**src/rtl/xmega_fetch.sv**
```systemverilog
// rtl/xmega_fetch.sv - instruction fetch/prefetch stage with 3-word queue, 32-bit assembly, redirect and skip
module xmega_fetch #(
    parameter int unsigned                PC_WIDTH     = 16,
    parameter logic [PC_WIDTH-1:0]        RESET_VECTOR = '0
) (
    input  logic                clk,
    input  logic                rst_n,
    output logic [PC_WIDTH-1:0] pmem_addr,
    output logic                pmem_rd,
    input  logic [15:0]         pmem_data,
    output logic [15:0]         inst_out,
    output logic [15:0]         inst_ext,
    output logic [PC_WIDTH-1:0] inst_pc,
    output logic                inst_valid,
    input  logic                inst_ready,
    input  logic                redirect,
    input  logic [PC_WIDTH-1:0] redirect_pc,
    input  logic                skip
);

    logic [15:0]         qw_q [3];
    logic [15:0]         qw_d [3];
    logic [PC_WIDTH-1:0] qa_q [3];
    logic [PC_WIDTH-1:0] qa_d [3];
    logic [1:0]          cnt_q, cnt_d;
    logic                infl_q, infl_d;
    logic [PC_WIDTH-1:0] infl_addr_q, infl_addr_d;
    logic [PC_WIDTH-1:0] fetch_pc_q, fetch_pc_d;
    logic                skip_pend_q, skip_pend_d;

    logic       head_is32;
    logic       head_complete;
    logic       room;
    logic       hs;
    logic       drop;
    logic       push;
    logic [1:0] pop_n;
    logic [1:0] cnt_after;

    function automatic logic is_32bit(input logic [15:0] w);
        return ((w & 16'hFC0F) == 16'h9000) || ((w & 16'hFE0C) == 16'h940C);
    endfunction

    // Occupancy is the registered count only; a same-cycle pop does not free a slot for issue.
    assign head_is32     = is_32bit(qw_q[0]);
    assign head_complete = head_is32 ? (cnt_q >= 2'd2) : (cnt_q != 2'd0);
    assign room          = ({1'b0, cnt_q} + {2'b00, infl_q}) < 3'd3;

    assign pmem_rd    = rst_n & (redirect | room);
    assign pmem_addr  = (redirect && rst_n) ? redirect_pc : fetch_pc_q;
    assign inst_valid = head_complete & ~skip_pend_q & ~redirect;
    assign inst_out   = qw_q[0];
    assign inst_ext   = head_is32 ? qw_q[1] : 16'h0000;
    assign inst_pc    = qa_q[0];

    assign hs   = inst_valid & inst_ready;
    assign drop = skip_pend_q & head_complete & ~redirect;
    assign push = infl_q & ~redirect;

    always_comb begin
        qw_d        = qw_q;
        qa_d        = qa_q;
        cnt_d       = cnt_q;
        infl_d      = 1'b0;
        infl_addr_d = infl_addr_q;
        fetch_pc_d  = fetch_pc_q;
        skip_pend_d = skip_pend_q;
        pop_n       = 2'd0;
        cnt_after   = cnt_q;

        if (redirect) begin
            cnt_d       = 2'd0;
            skip_pend_d = 1'b0;
            infl_d      = 1'b1;
            infl_addr_d = redirect_pc;
            fetch_pc_d  = redirect_pc + PC_WIDTH'(1);
        end else begin
            if (hs || drop) begin
                pop_n = head_is32 ? 2'd2 : 2'd1;
            end
            case (pop_n)
                2'd1: begin
                    qw_d[0] = qw_q[1];
                    qa_d[0] = qa_q[1];
                    qw_d[1] = qw_q[2];
                    qa_d[1] = qa_q[2];
                end
                2'd2: begin
                    qw_d[0] = qw_q[2];
                    qa_d[0] = qa_q[2];
                end
                default: ;
            endcase
            cnt_after = cnt_q - pop_n;
            // Issue-time credit check guarantees cnt_after <= 2 whenever a response lands.
            if (push) begin
                case (cnt_after)
                    2'd0: begin
                        qw_d[0] = pmem_data;
                        qa_d[0] = infl_addr_q;
                    end
                    2'd1: begin
                        qw_d[1] = pmem_data;
                        qa_d[1] = infl_addr_q;
                    end
                    default: begin
                        qw_d[2] = pmem_data;
                        qa_d[2] = infl_addr_q;
                    end
                endcase
            end
            cnt_d = cnt_after + {1'b0, push};
            if (room) begin
                infl_d      = 1'b1;
                infl_addr_d = fetch_pc_q;
                fetch_pc_d  = fetch_pc_q + PC_WIDTH'(1);
            end
            skip_pend_d = skip | (skip_pend_q & ~drop);
        end
    end

    always_ff @(posedge clk or negedge rst_n) begin
        if (!rst_n) begin
            for (int i = 0; i < 3; i++) begin
                qw_q[i] <= 16'h0000;
                qa_q[i] <= RESET_VECTOR;
            end
            cnt_q       <= 2'd0;
            infl_q      <= 1'b0;
            infl_addr_q <= RESET_VECTOR;
            fetch_pc_q  <= RESET_VECTOR;
            skip_pend_q <= 1'b0;
        end else begin
            qw_q        <= qw_d;
            qa_q        <= qa_d;
            cnt_q       <= cnt_d;
            infl_q      <= infl_d;
            infl_addr_q <= infl_addr_d;
            fetch_pc_q  <= fetch_pc_d;
            skip_pend_q <= skip_pend_d;
        end
    end

endmodule
```
**config.mk**
```make
export PLATFORM = sky130hd
export DESIGN_NAME = xmega_fetch
export DESIGN_NICKNAME = d
export VERILOG_FILES = /design/src/rtl/xmega_fetch.sv
export SDC_FILE = /design/constraint.sdc
export NUM_CORES = 1
export LEC_CHECK = 0
export BUFFER_PORTS_ARGS = -buffer_cell sky130_fd_sc_hd__buf_2
export CORE_MARGIN = 1
export CORE_UTILIZATION = 35
export CTS_BUF_LIST = sky130_fd_sc_hd__clkbuf_4 sky130_fd_sc_hd__clkbuf_8 sky130_fd_sc_hd__clkbuf_16
export DETAILED_ROUTE_END_ITERATION = 8
export GPL_TIMING_DRIVEN = 0
export PLACE_DENSITY = 0.53
export SLEW_MARGIN = 20
export SYNTH_ARGS = -nofsm -noshare
export SYNTH_HDL_FRONTEND = slang
export SYNTH_SLANG_ARGS = --single-unit
```
**constraint.sdc**
```tcl
create_clock -name clk -period 5.32 [get_ports clk]
set_clock_uncertainty 0.1 [all_clocks]
set_input_delay 0.532 -clock clk [delete_from_list [all_inputs] [get_ports clk]]
set_output_delay 0.532 -clock clk [all_outputs]
set_load 0.005 [all_outputs]
```
==> impl_metrics.json <==
{
  "total_power_mw": 5.48,
  "fill_cells": 2113,
  "drive_gt1_share_pct": 25.5,
  "placedInstanceArea_um2": 8550,
  "synth_edf_count": 0,
  "grt_max_degree": 90,
  "reg2reg_to": "inst_pc[9]$_DFFE_PN0N_",
  "min_period_ns": 4.55,
  "r2r_cells": 14,
  "gr-usage-all-layers_pct": 20.4,
  "yosysMostFrequentCell": "dfrtp_1",
  "cts_buffers": 17,
  "crit_arrival_ns": 4.73,
  "ant_nets": 0,
  "dieArea_um2": 22500,
  "status": "complete, no violations",
  "syn_to_final_growth_pct": 20.2,
  "min_from": "pmem_data[11]",
  "synth.cells.most_frequent": "dfrtp_1, o21ai_0, nand2_1, mux2i_1, nand3_1",
  "holdWs_ns": 0.249,
  "report.final.slew_viol_count": 0,
  "layout.cells.non_filler": 1198,
  "path_clk_slew_ns": 0.07,
  "worst_slack_ns": 0.768,
  "ys_seq_area_share_pct": 43.2,
  "cp_slowest_cell": "or4_4",
  "post-place-ws_ns": 0.620,
  "max_freq_ghz": 0.220,
  "setup.worst_path.start_class": "flop",
  "whs_endpoint": "qw_q[27]$_DFFE_PN0N_",
  "io_pins": 103,
  "rsz0062_at_grt": "false",
  "placementRows": 53,
  "wl_mm": 21.7,
  "p_per_area_nw_per_um2": 596,
  "synthFlopType": "dfrtp_1",
  "max-slew-margin-rel_pct": 37.5,
  "cp_max_fo": 10,
  "vdd_drop_max_mv": 0.254,
  "cts_tree": "yes",
  "cp.required_ns": 5.50,
  "dp_cells": 1165,
  "p_leak_nw": 4.30,
  "post_drt_via_cell_ratio": 5.24,
  "worst_pin_slew_ns": 0.930,
  "routabilityCongestion": 0.779,
  "rrSetupSlack_ns": 0.77,
  "yosysTopAreaCellShare_pct": 43.2,
  "design_area_um2": 9200,
  "cp_common_cell": "nand2_1",
  "cts_resized": 0,
  "root_buffer": "clkbuf_16",
  "cts_setup_buffers": 0,
  "hold_buffers": 1,
  "setup_violations": 0,
  "initialDrtViolationCount": 372,
  "synthCells": 787,
  "yosysTopAreaCell": "dfrtp_1",
  "start_util_pct": 36.1,
  "nets": 951,
  "synth.top_cells.by_area": "dfrtp_1, mux2i_1, o21ai_0",
  "report.final.hold_viol_count": 0,
  "cts_max_level": 4,
  "syn_nets": 828,
  "endpoint_kind": "flop",
  "wire_per_inst_um": 18.1,
  "slowest_delay_ns": 0.58,
  "avgSynthCellArea_um2": 9.73,
  "dr.pass1.iters": 5,
  "drc": 0,
  "hold_path_class": "primary input to flop",
  "vias": 6273,
  "synth-seq-cells": 132,
  "die_h_um": 150,
  "crit-reg2reg-launch": "inst_out[0]$_DFFE_PN0N_",
  "hold_depth": 3,
  "antenna_found_initial": 0,
  "core_um2": 21200,
  "min_period_over_period_pct": 85.6,
  "cts.sinks": 132,
  "io_buffers": 102,
  "cp_cell_sequence": "or4_4 -> o21ai_0 -> nand2_1 -> nand2_1 -> buf_2 -> inv_1 -> ha_1 -> nand2_1 -> or3_1 -> o31a_1 -> nand2_1 -> buf_2 -> mux2i_1 -> o21ai_0",
  "grt_pass1_vias": 6160,
  "clock_latency_ns": 0.42,
  "grt_pass1_wl_mm": 34.9,
  "diodes": 0,
  "yosysWarnings": 0,
  "overflow": 0,
  "syn_area_um2": 7650,
  "cap_violations": 0,
  "die-width_um": 150,
  "synth.distinct_cells": 52,
  "worst-setup-path-type": "flop to flop",
  "cts_buffer_depth": 2,
  "hpwl_mm": 14.8,
  "async_flop_share_pct": 100
}
where the power goes:
part | internal [mW] | switching (mW) | leakage [nW]
clock | 0.802 | 0.486 | 0.296
combinational | 1.15 | 1.21 | 2.40
sequential | 1.45 | 0.378 | 1.60
worst max-delay path by stage:
| stage | startpoint | to |
|---|---|---|
| after global placement | rst_n | pmem_addr[9] |
| after global routing | inst_out[0]$_DFFE_PN0N_ | inst_pc[9]$_DFFE_PN0N_ |
| final | inst_out[0]$_DFFE_PN0N_ | inst_pc[9]$_DFFE_PN0N_ |
| after detailed placement | redirect | fetch_pc_q[14]$_DFFE_PN0N_ |
| after floorplan | inst_out[0]$_DFFE_PN0N_ | inst_out[13]$_DFFE_PN0N_ |
| after CTS | inst_out[0]$_DFFE_PN0N_ | inst_pc[7]$_DFFE_PN0N_ |
kinds of logic (layout without fill, tap and decap cells):
family / count (synthesis) / in the layout / share of synthesized area [%]
compound gates: 182 / 182 / 12.6
mux: 134 / 134 / 19.8
simple gates: 211 / 211 / 13.4
fa+ha+maj: 4 / 4 / 0.654
xor+xnor: 29 / 29 / 3.32
flops: 132 / 132 / 43.2
buf+inv: 95 / 231 / 7.10
layout make-up:
class                           instances  area (µm²)  area share [%]
Buffer                                 90         524            5.70
Tap cell                              275         344            3.74
Clock inverter                         14         201            2.19
Inverter                                5        18.8           0.204
Multi-Input combinational cell        560        3810            41.4
Timing Repair Buffer                  104         558            6.07
Clock buffer                           18         439            4.78
Sequential cell                       132        3300            35.9
sequential cells by signal, indices dropped and copies added, names as in the netlist:
register / count
qa_q: 32
skip_pend_q: 1
infl_q: 1
qw_q: 32
inst_out: 16
infl_addr_q: 16
cnt_q: 2
inst_pc: 16
fetch_pc_q: 16
layer usage:
| metal | global-route usage (%) | share of wire (%) | vias up |
|---|---|---|---|
| li1 | - | - | 2992 |
| met1 | 28.6 | 49 | 3096 |
| met2 | 31.8 | 46 | 162 |
| met3 | 3.69 | 4.1 | 23 |
| met4 | 6.11 | 1.6 | 0 |
| met5 | 0 | 0 | - |
critical path, delay by kind of cell (launching register included):
family                     cells  cell delay, ns
AOI/OAI and AO/OA              3            0.69
buffers and inverters          3            0.87
muxes                          1            0.30
and+or+nand+nor                6            1.65
adders and majority gates      1            0.38
DFF                            1            0.41
through the flow:
step | setup TNS, ns | util [%]
after detailed placement | 0 | 40.3
after global placement | -1.24 | 40.1
final | 0 | 43.3
after CTS | 0 | 43.3
after global routing | 0 | 43.3
after floorplan | 0 | -
layout by cell type, fill, tap and decap left out, types with 12 or more instances in the layout:
master       n
xnor2_1     16
dfrtp_1    132
clkbuf_16   17
nand3_1     47
buf_4       32
mux2_4      30
o21ai_0    124
a21oi_1     43
mux2_2      21
xor2_1      13
buf_2      109
nor2_1      12
nand2_1    102
and3_1      17
clkbuf_1    44
mux2i_1     83
Note: power is estimated with default switching activity, not from simulation.
